**config.mk**
```make
export PLATFORM = sky130hd
export DESIGN_NAME = cu_pipe
export DESIGN_NICKNAME = d
export VERILOG_FILES = /design/src/rtl/cu_pipe.sv
export SDC_FILE = /design/constraint.sdc
export NUM_CORES = 1
export LEC_CHECK = 0
export CORE_MARGIN = 10
export CORE_UTILIZATION = 37
export DETAILED_ROUTE_END_ITERATION = 7
export GPL_ROUTABILITY_DRIVEN = 0
export PLACE_DENSITY = 0.68
export SLEW_MARGIN = 30
export SYNTH_ARGS = -nofsm -noshare
export SYNTH_HDL_FRONTEND = slang
export SYNTH_SLANG_ARGS = --single-unit
```
**constraint.sdc**
```tcl
create_clock -name clk -period 3 [get_ports clk]
set_clock_uncertainty 0.1 [all_clocks]
set_input_delay 0.45 -clock clk [delete_from_list [all_inputs] [get_ports clk]]
set_output_delay 0.45 -clock clk [all_outputs]
set_load 0.02 [all_outputs]
```
**src/rtl/cu_pipe.sv**
```systemverilog
`default_nettype none
// ============================================================================
//  Module   : cu_pipe
//  Purpose  : Pipelined RV32I(+M) control unit. Decodes the ID instruction,
//             registers the control word into the ID/EX slot, detects
//             load-use hazards and sequences multi-cycle MUL/DIV occupancy
//             of EX. One stall_o freezes PC and IF/ID; flush_i kills ID/EX.
//  Ports    : clk, rst                 clock / synchronous active-high reset
//             instr_i, valid_i         ID instruction and its valid flag
//             flush_i                  taken branch/jump from EX
//             id_imm_src_o             immediate format for the ID imm gen
//             stall_o                  hold PC and IF/ID this cycle
//             ex_*_o                   registered ID/EX control word
//  Revision : 1.0  initial release
// ============================================================================
module cu_pipe #(
  parameter int M_EXT      = 1,
  parameter int MUL_CYCLES = 1,
  parameter int DIV_CYCLES = 32,
  parameter int RA_W       = 5
) (
  input  logic            clk,
  input  logic            rst,
  input  logic [31:0]     instr_i,
  input  logic            valid_i,
  input  logic            flush_i,
  output logic [2:0]      id_imm_src_o,
  output logic            stall_o,
  output logic            ex_valid_o,
  output logic            ex_reg_write_o,
  output logic            ex_mem_write_o,
  output logic [3:0]      ex_alu_ctrl_o,
  output logic            ex_alu_src_a_o,
  output logic            ex_alu_src_b_o,
  output logic [1:0]      ex_result_src_o,
  output logic            ex_branch_o,
  output logic            ex_jump_o,
  output logic [2:0]      ex_funct3_o,
  output logic [RA_W-1:0] ex_rd_o,
  output logic            ex_mdu_start_o,
  output logic            ex_illegal_o
);

  localparam logic [6:0] OP_R      = 7'b0110011;
  localparam logic [6:0] OP_I      = 7'b0010011;
  localparam logic [6:0] OP_LOAD   = 7'b0000011;
  localparam logic [6:0] OP_STORE  = 7'b0100011;
  localparam logic [6:0] OP_LUI    = 7'b0110111;
  localparam logic [6:0] OP_AUIPC  = 7'b0010111;
  localparam logic [6:0] OP_JAL    = 7'b1101111;
  localparam logic [6:0] OP_JALR   = 7'b1100111;
  localparam logic [6:0] OP_BRANCH = 7'b1100011;

  localparam logic [3:0] ALU_ADD  = 4'b0000;
  localparam logic [3:0] ALU_SUB  = 4'b0001;
  localparam logic [3:0] ALU_AND  = 4'b0010;
  localparam logic [3:0] ALU_OR   = 4'b0011;
  localparam logic [3:0] ALU_XOR  = 4'b0100;
  localparam logic [3:0] ALU_SLL  = 4'b0101;
  localparam logic [3:0] ALU_SRL  = 4'b0110;
  localparam logic [3:0] ALU_SRA  = 4'b0111;
  localparam logic [3:0] ALU_SLT  = 4'b1001;
  localparam logic [3:0] ALU_SLTU = 4'b1010;
  localparam logic [3:0] ALU_PASS = 4'b1011;

  // Counter holds LAT-2 at most, so it needs to represent MAX_LAT-2.
  localparam int MAX_LAT = (DIV_CYCLES > MUL_CYCLES) ? DIV_CYCLES : MUL_CYCLES;
  localparam int CNT_W   = (MAX_LAT > 2) ? $clog2(MAX_LAT) : 1;
  localparam logic [CNT_W-1:0] MUL_RELOAD = CNT_W'((MUL_CYCLES > 1) ? MUL_CYCLES - 2 : 0);
  localparam logic [CNT_W-1:0] DIV_RELOAD = CNT_W'((DIV_CYCLES > 1) ? DIV_CYCLES - 2 : 0);
  localparam logic MUL_MULTI = (MUL_CYCLES > 1);
  localparam logic DIV_MULTI = (DIV_CYCLES > 1);

  typedef enum logic [0:0] {
    RUN      = 1'b0,
    MDU_BUSY = 1'b1
  } state_t;

  typedef struct packed {
    logic            valid;
    logic            reg_write;
    logic            mem_write;
    logic [3:0]      alu_ctrl;
    logic            src_a;
    logic            src_b;
    logic [1:0]      result_src;
    logic            branch;
    logic            jump;
    logic [2:0]      funct3;
    logic [RA_W-1:0] rd;
    logic            mdu_start;
    logic            illegal;
  } ex_ctrl_t;

  // Instruction fields
  logic [6:0]      opcode;
  logic [2:0]      funct3;
  logic [6:0]      funct7;
  logic [RA_W-1:0] rd_f;
  logic [RA_W-1:0] rs1_f;
  logic [RA_W-1:0] rs2_f;

  assign opcode = instr_i[6:0];
  assign funct3 = instr_i[14:12];
  assign funct7 = instr_i[31:25];
  assign rd_f   = instr_i[7 +: RA_W];
  assign rs1_f  = instr_i[15 +: RA_W];
  assign rs2_f  = instr_i[20 +: RA_W];

  ex_ctrl_t ex_d;
  ex_ctrl_t ex_q;
  state_t   state_q;
  logic [CNT_W-1:0] cnt_q;

  logic [2:0] imm_src;
  logic       is_mdu;
  logic       bad;

  // Base ALU op selected by funct3 (shared by R-type funct7=0 and I-type)
  function automatic logic [3:0] alu_of_f3(input logic [2:0] f3);
    case (f3)
      3'b000:  alu_of_f3 = ALU_ADD;
      3'b001:  alu_of_f3 = ALU_SLL;
      3'b010:  alu_of_f3 = ALU_SLT;
      3'b011:  alu_of_f3 = ALU_SLTU;
      3'b100:  alu_of_f3 = ALU_XOR;
      3'b101:  alu_of_f3 = ALU_SRL;
      3'b110:  alu_of_f3 = ALU_OR;
      default: alu_of_f3 = ALU_AND;
    endcase
  endfunction

  // Decode of the ID instruction into a candidate EX control word
  always_comb begin
    ex_d        = '0;
    ex_d.valid  = 1'b1;
    ex_d.funct3 = funct3;
    imm_src     = 3'b000;
    is_mdu      = 1'b0;
    bad         = 1'b0;
    case (opcode)
      OP_R: begin
        case (funct7)
          7'b0000000: begin
            ex_d.reg_write = 1'b1;
            ex_d.alu_ctrl  = alu_of_f3(funct3);
          end
          7'b0100000: begin
            ex_d.reg_write = 1'b1;
            if (funct3 == 3'b000)      ex_d.alu_ctrl = ALU_SUB;
            else if (funct3 == 3'b101) ex_d.alu_ctrl = ALU_SRA;
            else                       bad = 1'b1;
          end
          7'b0000001: begin
            if (M_EXT != 0) begin
              ex_d.reg_write  = 1'b1;
              ex_d.result_src = 2'b11;
              ex_d.mdu_start  = 1'b1;
              is_mdu          = 1'b1;
            end else begin
              bad = 1'b1;
            end
          end
          default: bad = 1'b1;
        endcase
      end
      OP_I: begin
        ex_d.reg_write = 1'b1;
        ex_d.src_b     = 1'b1;
        ex_d.alu_ctrl  = alu_of_f3(funct3);
        if (funct3 == 3'b001) begin
          imm_src = 3'b001;
          if (funct7[5]) bad = 1'b1;
        end else if (funct3 == 3'b101) begin
          imm_src = 3'b001;
          if (funct7[5]) ex_d.alu_ctrl = ALU_SRA;
        end
      end
      OP_LOAD: begin
        ex_d.reg_write  = 1'b1;
        ex_d.src_b      = 1'b1;
        ex_d.result_src = 2'b01;
      end
      OP_STORE: begin
        ex_d.mem_write = 1'b1;
        ex_d.src_b     = 1'b1;
        imm_src        = 3'b010;
      end
      OP_LUI: begin
        ex_d.reg_write = 1'b1;
        ex_d.src_b     = 1'b1;
        ex_d.alu_ctrl  = ALU_PASS;
        imm_src        = 3'b100;
      end
      OP_AUIPC: begin
        ex_d.reg_write = 1'b1;
        ex_d.src_a     = 1'b1;
        ex_d.src_b     = 1'b1;
        imm_src        = 3'b100;
      end
      OP_JAL: begin
        ex_d.reg_write  = 1'b1;
        ex_d.src_a      = 1'b1;
        ex_d.src_b      = 1'b1;
        ex_d.result_src = 2'b10;
        ex_d.jump       = 1'b1;
        imm_src         = 3'b101;
      end
      OP_JALR: begin
        ex_d.reg_write  = 1'b1;
        ex_d.src_b      = 1'b1;
        ex_d.result_src = 2'b10;
        ex_d.jump       = 1'b1;
      end
      OP_BRANCH: begin
        ex_d.branch = 1'b1;
        ex_d.src_a  = 1'b1;
        ex_d.src_b  = 1'b1;
        imm_src     = 3'b011;
      end
      default: bad = 1'b1;
    endcase
    // rd is only meaningful when the instruction writes; zero it otherwise
    ex_d.rd = ex_d.reg_write ? rd_f : '0;
    if (bad) begin
      ex_d         = '0;
      ex_d.valid   = 1'b1;
      ex_d.illegal = 1'b1;
      is_mdu       = 1'b0;
    end
  end

  assign id_imm_src_o = imm_src;

  // Hazard detection against a load sitting in EX
  logic rs1_used;
  logic rs2_used;
  logic load_use;

  assign rs1_used = !((opcode == OP_LUI) || (opcode == OP_AUIPC) || (opcode == OP_JAL));
  assign rs2_used = (opcode == OP_R) || (opcode == OP_STORE) || (opcode == OP_BRANCH);
  assign load_use = (state_q == RUN) && ex_q.valid && (ex_q.result_src == 2'b01) &&
                    (ex_q.rd != '0) && valid_i &&
                    ((rs1_used && (rs1_f == ex_q.rd)) || (rs2_used && (rs2_f == ex_q.rd)));

  // Flush and reset dominate so a killed MDU op never leaves a residual stall
  assign stall_o = !rst && !flush_i && ((state_q == MDU_BUSY) || load_use);

  // LAT>1 selection from funct3[2]: DIV/REM family vs MUL family
  logic             lat_multi;
  logic [CNT_W-1:0] lat_reload;
  assign lat_multi  = funct3[2] ? DIV_MULTI : MUL_MULTI;
  assign lat_reload = funct3[2] ? DIV_RELOAD : MUL_RELOAD;

  always_ff @(posedge clk) begin
    if (rst) begin
      ex_q    <= '0;
      state_q <= RUN;
      cnt_q   <= '0;
    end else if (flush_i) begin
      ex_q    <= '0;
      state_q <= RUN;
      cnt_q   <= '0;
    end else if (state_q == MDU_BUSY) begin
      ex_q.mdu_start <= 1'b0;
      if (cnt_q == '0) state_q <= RUN;
      else             cnt_q   <= cnt_q - 1'b1;
    end else if (load_use) begin
      ex_q <= '0;
    end else if (valid_i) begin
      ex_q <= ex_d;
      if (is_mdu && lat_multi) begin
        state_q <= MDU_BUSY;
        cnt_q   <= lat_reload;
      end
    end else begin
      ex_q <= '0;
    end
  end

  assign ex_valid_o      = ex_q.valid;
  assign ex_reg_write_o  = ex_q.reg_write;
  assign ex_mem_write_o  = ex_q.mem_write;
  assign ex_alu_ctrl_o   = ex_q.alu_ctrl;
  assign ex_alu_src_a_o  = ex_q.src_a;
  assign ex_alu_src_b_o  = ex_q.src_b;
  assign ex_result_src_o = ex_q.result_src;
  assign ex_branch_o     = ex_q.branch;
  assign ex_jump_o       = ex_q.jump;
  assign ex_funct3_o     = ex_q.funct3;
  assign ex_rd_o         = ex_q.rd;
  assign ex_mdu_start_o  = ex_q.mdu_start;
  assign ex_illegal_o    = ex_q.illegal;

endmodule
`default_nettype wire

```
==> flow_metrics.tcl, run 1 <==
set metrics [dict create \
    nNetsFinal 339 \
    critPathKind "in2out" \
    whs_ps 348.6 \
    post_cts_buffers 0 \
    maxSlewViolCount 0 \
    cts_buffers 5 \
    final_common_cell "clkdlybuf4s50_1" \
    critical_path.max_fanout 4 \
    clk_pin_slew_worst_paths_ps 60 \
    drt_pass1_iterations 6 \
    syn_avg_cell_area_um2 8.091 \
    yosysWarnings 0 \
    ioPinCount 63 \
    reg2reg_to "cnt_q[2]" \
    remaining_drc_errors 0 \
    setup_viol 0 \
    whs_path_depth 2 \
    layout_common_cells "clkdlybuf4s50_1 (60), dfxtp_1 (29), nand2_1 (26), a21oi_1 (22), buf_4 (21)" \
    maxCapViolations 0 \
    syn-num-nets 261 \
    fin_crit_sh_pct 92.94 \
    row_count 25 \
    die-area_mm2 0.008069 \
    netlist-cell-type-count 52 \
    post-place-ws_ps -167.6 \
    final_cells 368 \
    wl_um 5513 \
    clockRootBuffer "clkbuf_8" \
    start_util_pct 38.20 \
    yosys.area_share.adder_pct 1.387 \
    synth_top_area_share_pct 32.18 \
    cts_tree "built" \
    core_mm2 0.004723 \
    syn_inst 223 \
    hp-start "ex_alu_src_a_o" \
    worstSkewPairLatency_ps 280 \
    reg2reg_slack_ps 380 \
    htree_num_levels 2 \
    grt_pass1_vias 1827 \
    total_power_w 0.0008554 \
    synth_compound_area_share_pct 23.44 \
    maxSlewHeadroom_pct 57.83 \
    crit_path_start_kind "input port" \
    combPwrFrac_pct 16.5 \
    hold_violations 0 \
    path_cells "clkdlybuf4s50_1, nand4bb_2, buf_4, nor2_1, buf_4, clkdlybuf4s50_1" \
    clkPwrFrac_pct 38.2 \
    num_antenna_cells 0 \
    drive_gt1_share_pct 14.29 \
    arrival_ps 2240 \
    fin_ws_ps 211.7 \
    post-route-util_pct 56.85 \
    cp_slowest_cell "clkdlybuf4s50_1" \
    synthFlopType "dfxtp_1" \
    dp_cells 361 \
    fin_crit_ps 2788 \
    antenna_left 0 \
    worstMarginPinSlew_ps 631.3 \
    die_width_um 89.83 \
    timing.fmax_ghz 0.3586 \
    track_usage_pct 13.29 \
    rr_startpoint "ex_rd_o[1]" \
    synthSimpleGateAreaFrac_pct 28.85 \
    power_density_mw_per_mm2 318.6 \
    ir_worst_vdd_v 0.0001260 \
    synth_seq_cells 29 \
    crit_required_ps 2450 \
    holdBufCountCts 0 \
    synthTopCellsByArea "dfxtp_1 (32%), a21oi_1 (6.1%), xnor2_1 (5.8%)" \
    io_buffers 62 \
    outcome "completed" \
    antenna_found_initial 0 \
    rsz0062_at_grt "no" \
    dr_total_vias 1903 \
    syn_to_final_growth_pct 48.82 \
    die_y_um 89.83 \
    clock_sinks 29 \
    netlist_area_mm2 0.001804 \
    post_drt_wl_per_cell_um 14.98 \
    ff2ff_path_depth 9 \
    drt-initial-drc-count 135 \
    synth_seq_area_share_pct 32.18 \
    grt-ovfl-total 0 \
    ctsLongestPathBuffers 2 \
    switching_share_pct 24.47 \
    end_kind "output pin" \
    synthArstFlopShare_pct 0 \
    grt_pass1_wl_um 9080 \
    whs_endpoint "ex_alu_src_a_o" \
    slowest_delay_ps 590 \
    routed_via_density 5.171 \
    synthMuxAreaShare_pct 0.5548 \
    hp-class "reg2reg" \
    synth-edff-count 0 \
    power_leakage_nw 0.9530 \
    synth_top_family_by_area "simple AND/OR/NAND/NOR gates" \
    hpwl_um 4212 \
    power_frac_seq_pct 45.3 \
    yosysTopAreaCell "dfxtp_1" \
    switching_power_w 0.0002093 \
    synth-xor-area-share_pct 6.311 \
    grt_max_degree 32 \
    p_int_w 0.0006461 \
]
how the worst max path moves through the flow:
stage | slack [ps] | depth (start not counted) | end | from
6_report | 210 | 6 | id_imm_src_o[1] | instr_i[3]
3_3_place_gp | -120 | 8 | stall_o | valid_i
5_1_grt | 110 | 6 | id_imm_src_o[1] | instr_i[3]
2_1_floorplan | 680 | 6 | stall_o | instr_i[6]
4_1_cts | 10 | 7 | id_imm_src_o[0] | instr_i[3]
3_5_place_dp | -170 | 7 | stall_o | instr_i[4]
sequential cells by signal (all words and copies together) (netlist names), 2 cells and up:
register,count
ex_funct3_o,3
ex_result_src_o,2
ex_alu_ctrl_o,4
cnt_q,5
ex_rd_o,5
final cells by class:
type	instances	area, um^2
repair buffers	84	795.8
multi-input cells	172	1105
fillers	462	2038
well taps	67	83.83
flip-flops and latches	29	580.6
clock buffers	7	86.33
inverters	9	33.78
stage by stage:
stage	cell area, um^2	TNS [ps]
2_1_floorplan	1804	0
3_3_place_gp	2589	-118.4
3_5_place_dp	2589	-168.7
4_1_cts	2680	0
5_1_grt	2685	0
6_report	2685	0
power by group through the flow:
stage / Clock [W] / Sequential [W] / Combinational, W
after floorplan: 0 / 0.000398 / 0.0000598
after global placement: 0 / 0.000396 / 0.000139
after detailed placement: 0 / 0.000396 / 0.000140
after CTS: 0.000330 / 0.000388 / 0.000141
after global routing: 0.000346 / 0.000388 / 0.000154
final: 0.000327 / 0.000388 / 0.000141
cell usage after synthesis (all sizes together) (4+ instances only):
| cell type | instances |
|---|---|
| a221oi | 4 |
| nand2 | 26 |
| o21ai | 8 |
| dfxtp | 29 |
| inv | 9 |
| nand3 | 11 |
| a31oi | 5 |
| a21oi | 22 |
| nand4 | 7 |
| nand2b | 4 |
| clkbuf | 10 |
| nor3 | 4 |
| xnor2 | 12 |
| o31ai | 5 |
| nor2 | 17 |
logic make-up after synthesis:
family / Yosys count
compound gates: 62
flops: 29
mux: 1
simple gates: 94
xor+xnor: 13
buf+inv: 22
fa+ha+maj: 2
layer usage:
| metal | global-route usage, % | part of all wire (%) | up-vias |
|---|---|---|---|
| met3 | 3.408 | 5.3 | 5 |
| met2 | 21.43 | 49 | 54 |
| met4 | 4.447 | 1.4 | 0 |
| met1 | 16.68 | 44 | 874 |
| li1 | - | - | 970 |
| met5 | 0 | 0 | - |
repair_timing:
action                     CTS  global route
gates cloned                 0             0
gates resized for setup      2             4
setup endpoints to repair    1             2
critical path, delay by kind of cell:
family,cells,cell delay [ps]
AND/OR/NAND/NOR,2,430
buffers and inverters,4,1350
No activity file was read; power rests on OpenSTA's default activity.
==> inputs of run 2 (changes only) <==
--- a/config.mk
+++ b/config.mk
@@ -5,6 +5,7 @@
 export SDC_FILE = /design/constraint.sdc
 export NUM_CORES = 1
 export LEC_CHECK = 0
+export CORE_ASPECT_RATIO = 0.9
 export CORE_MARGIN = 10
 export CORE_UTILIZATION = 37
 export DETAILED_ROUTE_END_ITERATION = 7
==> run 2 against run 1 <==
  * Via count is 0.21% lower
  * Sequential cell count is the same
  * Clock power rose by 8.6%
  * Die area hardly changed
  * Sequential share of layout area down 0.23 points
  * Routed wire length grew 1.7%
  * First-iteration DRC count shrank 33%
  * Power increased by 3.5%
  * Global-route usage increased by 0.71 points
  * Sequential power about the same
  * Count of clock-buffer cells in the layout unchanged
  * Critical endpoint is now stall_o
  * Largest cell class unchanged
  * Largest power group unchanged
  * Highest routed layer unchanged
==> flow_metrics.tcl, run 2 (synthesis gave the netlist of run 1 again) <==
set metrics [dict create \
    routed_via_density 5.132 \
    final_cells 370 \
    multi_input_area_mm2 0.001111 \
    worstSkewPairLatency_ps 280 \
    clock_sinks 29 \
    combPwrFrac_pct 16.0 \
    post-place-ws_ps -167.5 \
    cp_num_cells 7 \
    core_mm2 0.004775 \
    reg2reg_slack_ps 450 \
    ff2ff_path_depth 9 \
    whs_ps 360.8 \
    endpoint "stall_o" \
    layout_common_cells "clkdlybuf4s50_1 (60), dfxtp_1 (29), nand2_1 (26), buf_4 (25), a21oi_1 (22)" \
    power_leakage_nw 0.9621 \
    rsz0062_at_grt "no" \
    final_common_cell "clkdlybuf4s50_1" \
    crit_required_ps 2450 \
    design_area_mm2 0.002714 \
    die-area_mm2 0.008073 \
    clockRootBuffer "clkbuf_8" \
    post_drt_wl_per_cell_um 15.15 \
    rr_startpoint "ex_rd_o[1]" \
    grt_max_degree 32 \
    cp_slowest_cell "clkdlybuf4s50_1" \
    timing.fmax_ghz 0.3471 \
    setup_viol 0 \
    clkPwrFrac_pct 40.2 \
    maxSlewViolCount 0 \
    power_density_mw_per_mm2 326.1 \
    hold_violations 0 \
    nNetsFinal 342 \
    fin_crit_ps 2881 \
    arrival_ps 2330 \
    maxCapViolations 0 \
    clk_pin_slew_worst_paths_ps 60 \
    io_buffers 62 \
    n_fill_cell 448 \
    die_y_um 86.25 \
    critPathTopFamily "buffers and inverters" \
    slowest_delay_ps 480 \
    num_antenna_cells 0 \
    path_cells "clkdlybuf4s50_1, and4b_1, o2111a_1, nor4_2, nor3_1, nor2_1, dlygate4sd2_1" \
    cts_tree "built" \
    critPathKind "in2out" \
    dp_cells 362 \
    switching_power_w 0.0002137 \
    worstMarginPinSlew_ps 692.6 \
    wl_um 5605 \
    grt_pass1_vias 1921 \
    track_usage_pct 14.00 \
    outcome "completed" \
    fin_ws_ps 119.4 \
    ir_worst_vdd_v 0.0001464 \
    antenna_found_initial 0 \
    grt_pass1_wl_um 9287 \
    ctsLongestPathBuffers 2 \
    reg2reg_to "cnt_q[2]" \
    hp-class "reg2reg" \
    hp-start "ex_alu_src_a_o" \
    place_area_mm2 0.002596 \
    p_int_w 0.0006713 \
    hpwl_um 4337 \
    critical_path.max_fanout 3 \
    antenna_left 0 \
    drive_gt1_share_pct 15.74 \
    fin_crit_sh_pct 96.02 \
    remaining_drc_errors 0 \
    ioPinCount 63 \
    drt_pass1_iterations 4 \
    power_frac_seq_pct 43.8 \
    critPathBufInv 2 \
    maxSlewHeadroom_pct 53.74 \
    row_count 24 \
    end_kind "output pin" \
    grt-ovfl-total 0 \
    die_width_um 93.61 \
    start_util_pct 37.79 \
    post-route-util_pct 56.84 \
    dr_total_vias 1899 \
    htree_num_levels 2 \
    cts_buffers 5 \
    switching_share_pct 24.15 \
    syn_to_final_growth_pct 50.42 \
    post_cts_buffers 0 \
    crit_path_start_kind "input port" \
    drt-initial-drc-count 91 \
    seq_area_um2 580.6 \
    cp-startpoint "instr_i[4]" \
]
==> run 2: cell type report <==
type,count,area share [%]
timing repair buffer,87,29.69
clock inverter,1,0.1844
multi-input combinational,172,40.94
tap,65,2.997
clock buffer,7,3.550
sequential,29,21.39
inverter,9,1.245
==> run 2: metal layers <==
metal	up-vias	track usage [%]	wire [um]	part of all wire, %
li1	983	-	-	-
met2	50	21.43	2559	46
met4	0	4.966	97	1.7
met3	9	4.581	372	6.6
met5	-	0	0	0
met1	857	17.97	2576	46
==> run 2: repair_timing <==
item / 4_1_cts / 5_1_grt
hold buffers: 0 / 0
gates resized for setup: 4 / 1
endpoints found under the setup margin: 2 / 1
cloned: 0 / 0
==> run 2: stage by stage <==
stage	setup TNS, ps	power (W)
2_1_floorplan	0	0.0004577
3_3_place_gp	-103.8	0.0005354
3_5_place_dp	-167.5	0.0005369
4_1_cts	0	0.0008898
5_1_grt	0	0.0009242
6_report	0	0.0008850
==> run 2: worst reg2reg max path, delay by kind of cell (launching register included) <==
kind	cells	cell delay, ps
AO/OA/AOI/OAI	3	580
buffers and inverters	3	520
AND/OR/NAND/NOR	3	890
flip-flops	1	360
==> run 2: how the worst min path moves through the flow <==
stage	slack, ps	cells after the start	endpoint
floorplan	350	2	cnt_q[1]
global placement	350	2	ex_alu_src_a_o
detailed placement	360	2	ex_alu_src_a_o
CTS	360	2	ex_alu_src_a_o
global route	380	2	ex_illegal_o
finish	360	2	ex_alu_src_a_o
==> run 2: power by group through the flow <==
stage,registers (W),logic (W),clock network (W)
global placement,0.000396,0.000139,0
floorplan,0.000398,0.0000598,0
global route,0.000388,0.000155,0.000382
CTS,0.000388,0.000142,0.000360
finish,0.000388,0.000142,0.000355
detailed placement,0.000396,0.000141,0
==> inputs of run 3 (changes only) <==
--- a/config.mk
+++ b/config.mk
@@ -11,6 +11,7 @@
 export DETAILED_ROUTE_END_ITERATION = 7
 export GPL_ROUTABILITY_DRIVEN = 0
 export PLACE_DENSITY = 0.68
+export REMOVE_ABC_BUFFERS = 1
 export SLEW_MARGIN = 30
 export SYNTH_ARGS = -nofsm -noshare
 export SYNTH_HDL_FRONTEND = slang
==> run 3 against run 2 <==
  * Global-route usage is 0.13 points higher
  * Sequential cell count stayed put
  * Utilization fell by 0.31 points
  * Worst hold slack got worse by 0.79 ps
  * Non-clock buffer count down 3
  * Routed wire length fell by 0.91%
  * Count of clock-buffer cells in the layout did not move
  * Worst setup slack better by 28 ps
  * Register-to-register slack worse by 110 ps
  * Critical endpoint unchanged
  * Largest cell class unchanged
  * Largest power group unchanged
  * Highest routed layer unchanged
==> flow_metrics.tcl, run 3 (synthesis gave the netlist of run 1 again) <==
set metrics [dict create \
    outcome "completed" \
    clk_pin_slew_worst_paths_ps 60 \
    maxSlewViolCount 0 \
    fin_crit_sh_pct 95.08 \
    num_antenna_cells 0 \
    ctsResizeCount 2 \
    layout_common_cells "clkdlybuf4s50_1 (60), dfxtp_1 (29), nand2_1 (26), a21oi_1 (22), buf_4 (22)" \
    crit_path_start_kind "input port" \
    critical_path.max_fanout 2 \
    cts_buffers 5 \
    routed_via_density 5.163 \
    track_usage_pct 14.13 \
    total_power_w 0.0008781 \
    final_common_cell "clkdlybuf4s50_1" \
    crit_required_ps 2450 \
    hold_violations 0 \
    grt_max_degree 32 \
    grt_util_met2_pct 22.82 \
    grt_pass1_wl_um 9432 \
    start_util_pct 37.79 \
    drt-initial-drc-count 96 \
    arrival_ps 2300 \
    grt-busiest-layer "met2" \
    timing.fmax_ghz 0.3506 \
    core_mm2 0.004775 \
    hp-class "reg2reg" \
    die-area_mm2 0.008073 \
    fin_crit_ps 2852 \
    worstMarginPinSlew_ps 617.2 \
    hpwl_um 4306 \
    htree_num_levels 2 \
    grt-ovfl-total 0 \
    die_width_um 93.61 \
    remaining_drc_errors 0 \
    row_count 24 \
    dr_total_vias 1895 \
    ctsLongestPathBuffers 2 \
    nNetsFinal 339 \
    holdBufCountCts 0 \
    cts_tree "built" \
    grt_pass1_vias 1939 \
    tns_ps 0 \
    post-route-util_pct 56.53 \
    antenna_found_initial 0 \
    maxSlewHeadroom_pct 58.78 \
    power_leakage_nw 0.9594 \
    clock_sinks 29 \
    drive_gt1_share_pct 14.57 \
    critPathKind "in2out" \
    clockRootBuffer "clkbuf_8" \
    wl_um 5554 \
    worstSkewPairLatency_ps 270 \
    post_drt_wl_per_cell_um 15.13 \
    syn_to_final_growth_pct 49.58 \
    setup_viol 0 \
    power_density_mw_per_mm2 325.4 \
    post_cts_buffers 0 \
    die_y_um 86.25 \
    ir_worst_vdd_v 0.0001894 \
    maxCapViolations 0 \
    ioPinCount 63 \
    antenna_left 0 \
    grtUsageMet3_pct 6.223 \
    grtUsageMet1_pct 17.12 \
    end_kind "output pin" \
    drt_pass1_iterations 4 \
    io_buffers 62 \
]
-- run 3: cell count changes in the layout (fill, tap and decap cells not counted) --
cell | previous run | this run
buf_4 | 25 | 22
clkdlybuf4s15_1 | 0 | 1
dlygate4sd2_1 | 2 | 0
dlymetal6s2s_1 | 0 | 1
nor4_2 | 2 | 1
nor4_4 | 0 | 1
nor4bb_1 | 0 | 1
nor4bb_2 | 1 | 0
-- run 3: path summary, 6_finish.rpt --
path | start | endpoint | slack [ps] | depth (start not counted)
max reg2reg | ex_rd_o[1] | cnt_q[3] | 340 | 7
min reg2reg | ex_mem_write_o | ex_mem_write_o | 360 | 2
min | ex_mem_write_o | ex_mem_write_o | 360 | 2
max | valid_i | stall_o | 150 | 7
-- run 3: metal layers --
| metal | vias to the layer above | part of all wire [%] | wire [um] |
|---|---|---|---|
| li1 | 971 | - | - |
| met4 | 0 | 0.34 | 19 |
| met1 | 860 | 44 | 2460 |
| met3 | 2 | 9.1 | 506 |
| met2 | 62 | 46 | 2568 |
| met5 | - | 0 | 0 |
-- run 3: layout make-up --
cell class / instances / area [um^2]
clock buffers: 7 / 96.34
clock inverters: 1 / 5.005
fillers: 466 / 2076
inverters: 9 / 33.78
multi-input cells: 172 / 1114
flip-flops and latches: 29 / 580.6
well taps: 65 / 81.33
repair buffers: 84 / 788.3
-- run 3: stage by stage --
stage	hold slack [ps]	std cells	instance area, um^2	setup WS [ps]
3_5_place_dp	356.4	359	2574	-158.3
6_report	360.0	367	2699	147.5
3_3_place_gp	355.3	359	2574	-85.76
2_1_floorplan	351.6	210	1707	-13.12
4_1_cts	366.6	367	2680	14.38
5_1_grt	391.9	367	2699	-67.10
-- run 3: report_power, final --
group / leakage (nW) / internal (W) / switching, W / total (W)
Clock: 0.0542 / 0.000207 / 0.000144 / 0.000351
Sequential: 0.234 / 0.000387 / 0.00000108 / 0.000388
Combinational: 0.671 / 0.0000767 / 0.0000632 / 0.000140
Total: 0.959 / 0.000670 / 0.000208 / 0.000878
-- run 3: worst max-delay path, stage by stage --
cell             delay, ps
clkdlybuf4s50_1        460
nor4bb_1               320
o211ai_2               200
nor4_2                 340
nor3_1                  90
nor2_1                 120
clkdlybuf4s15_1        330
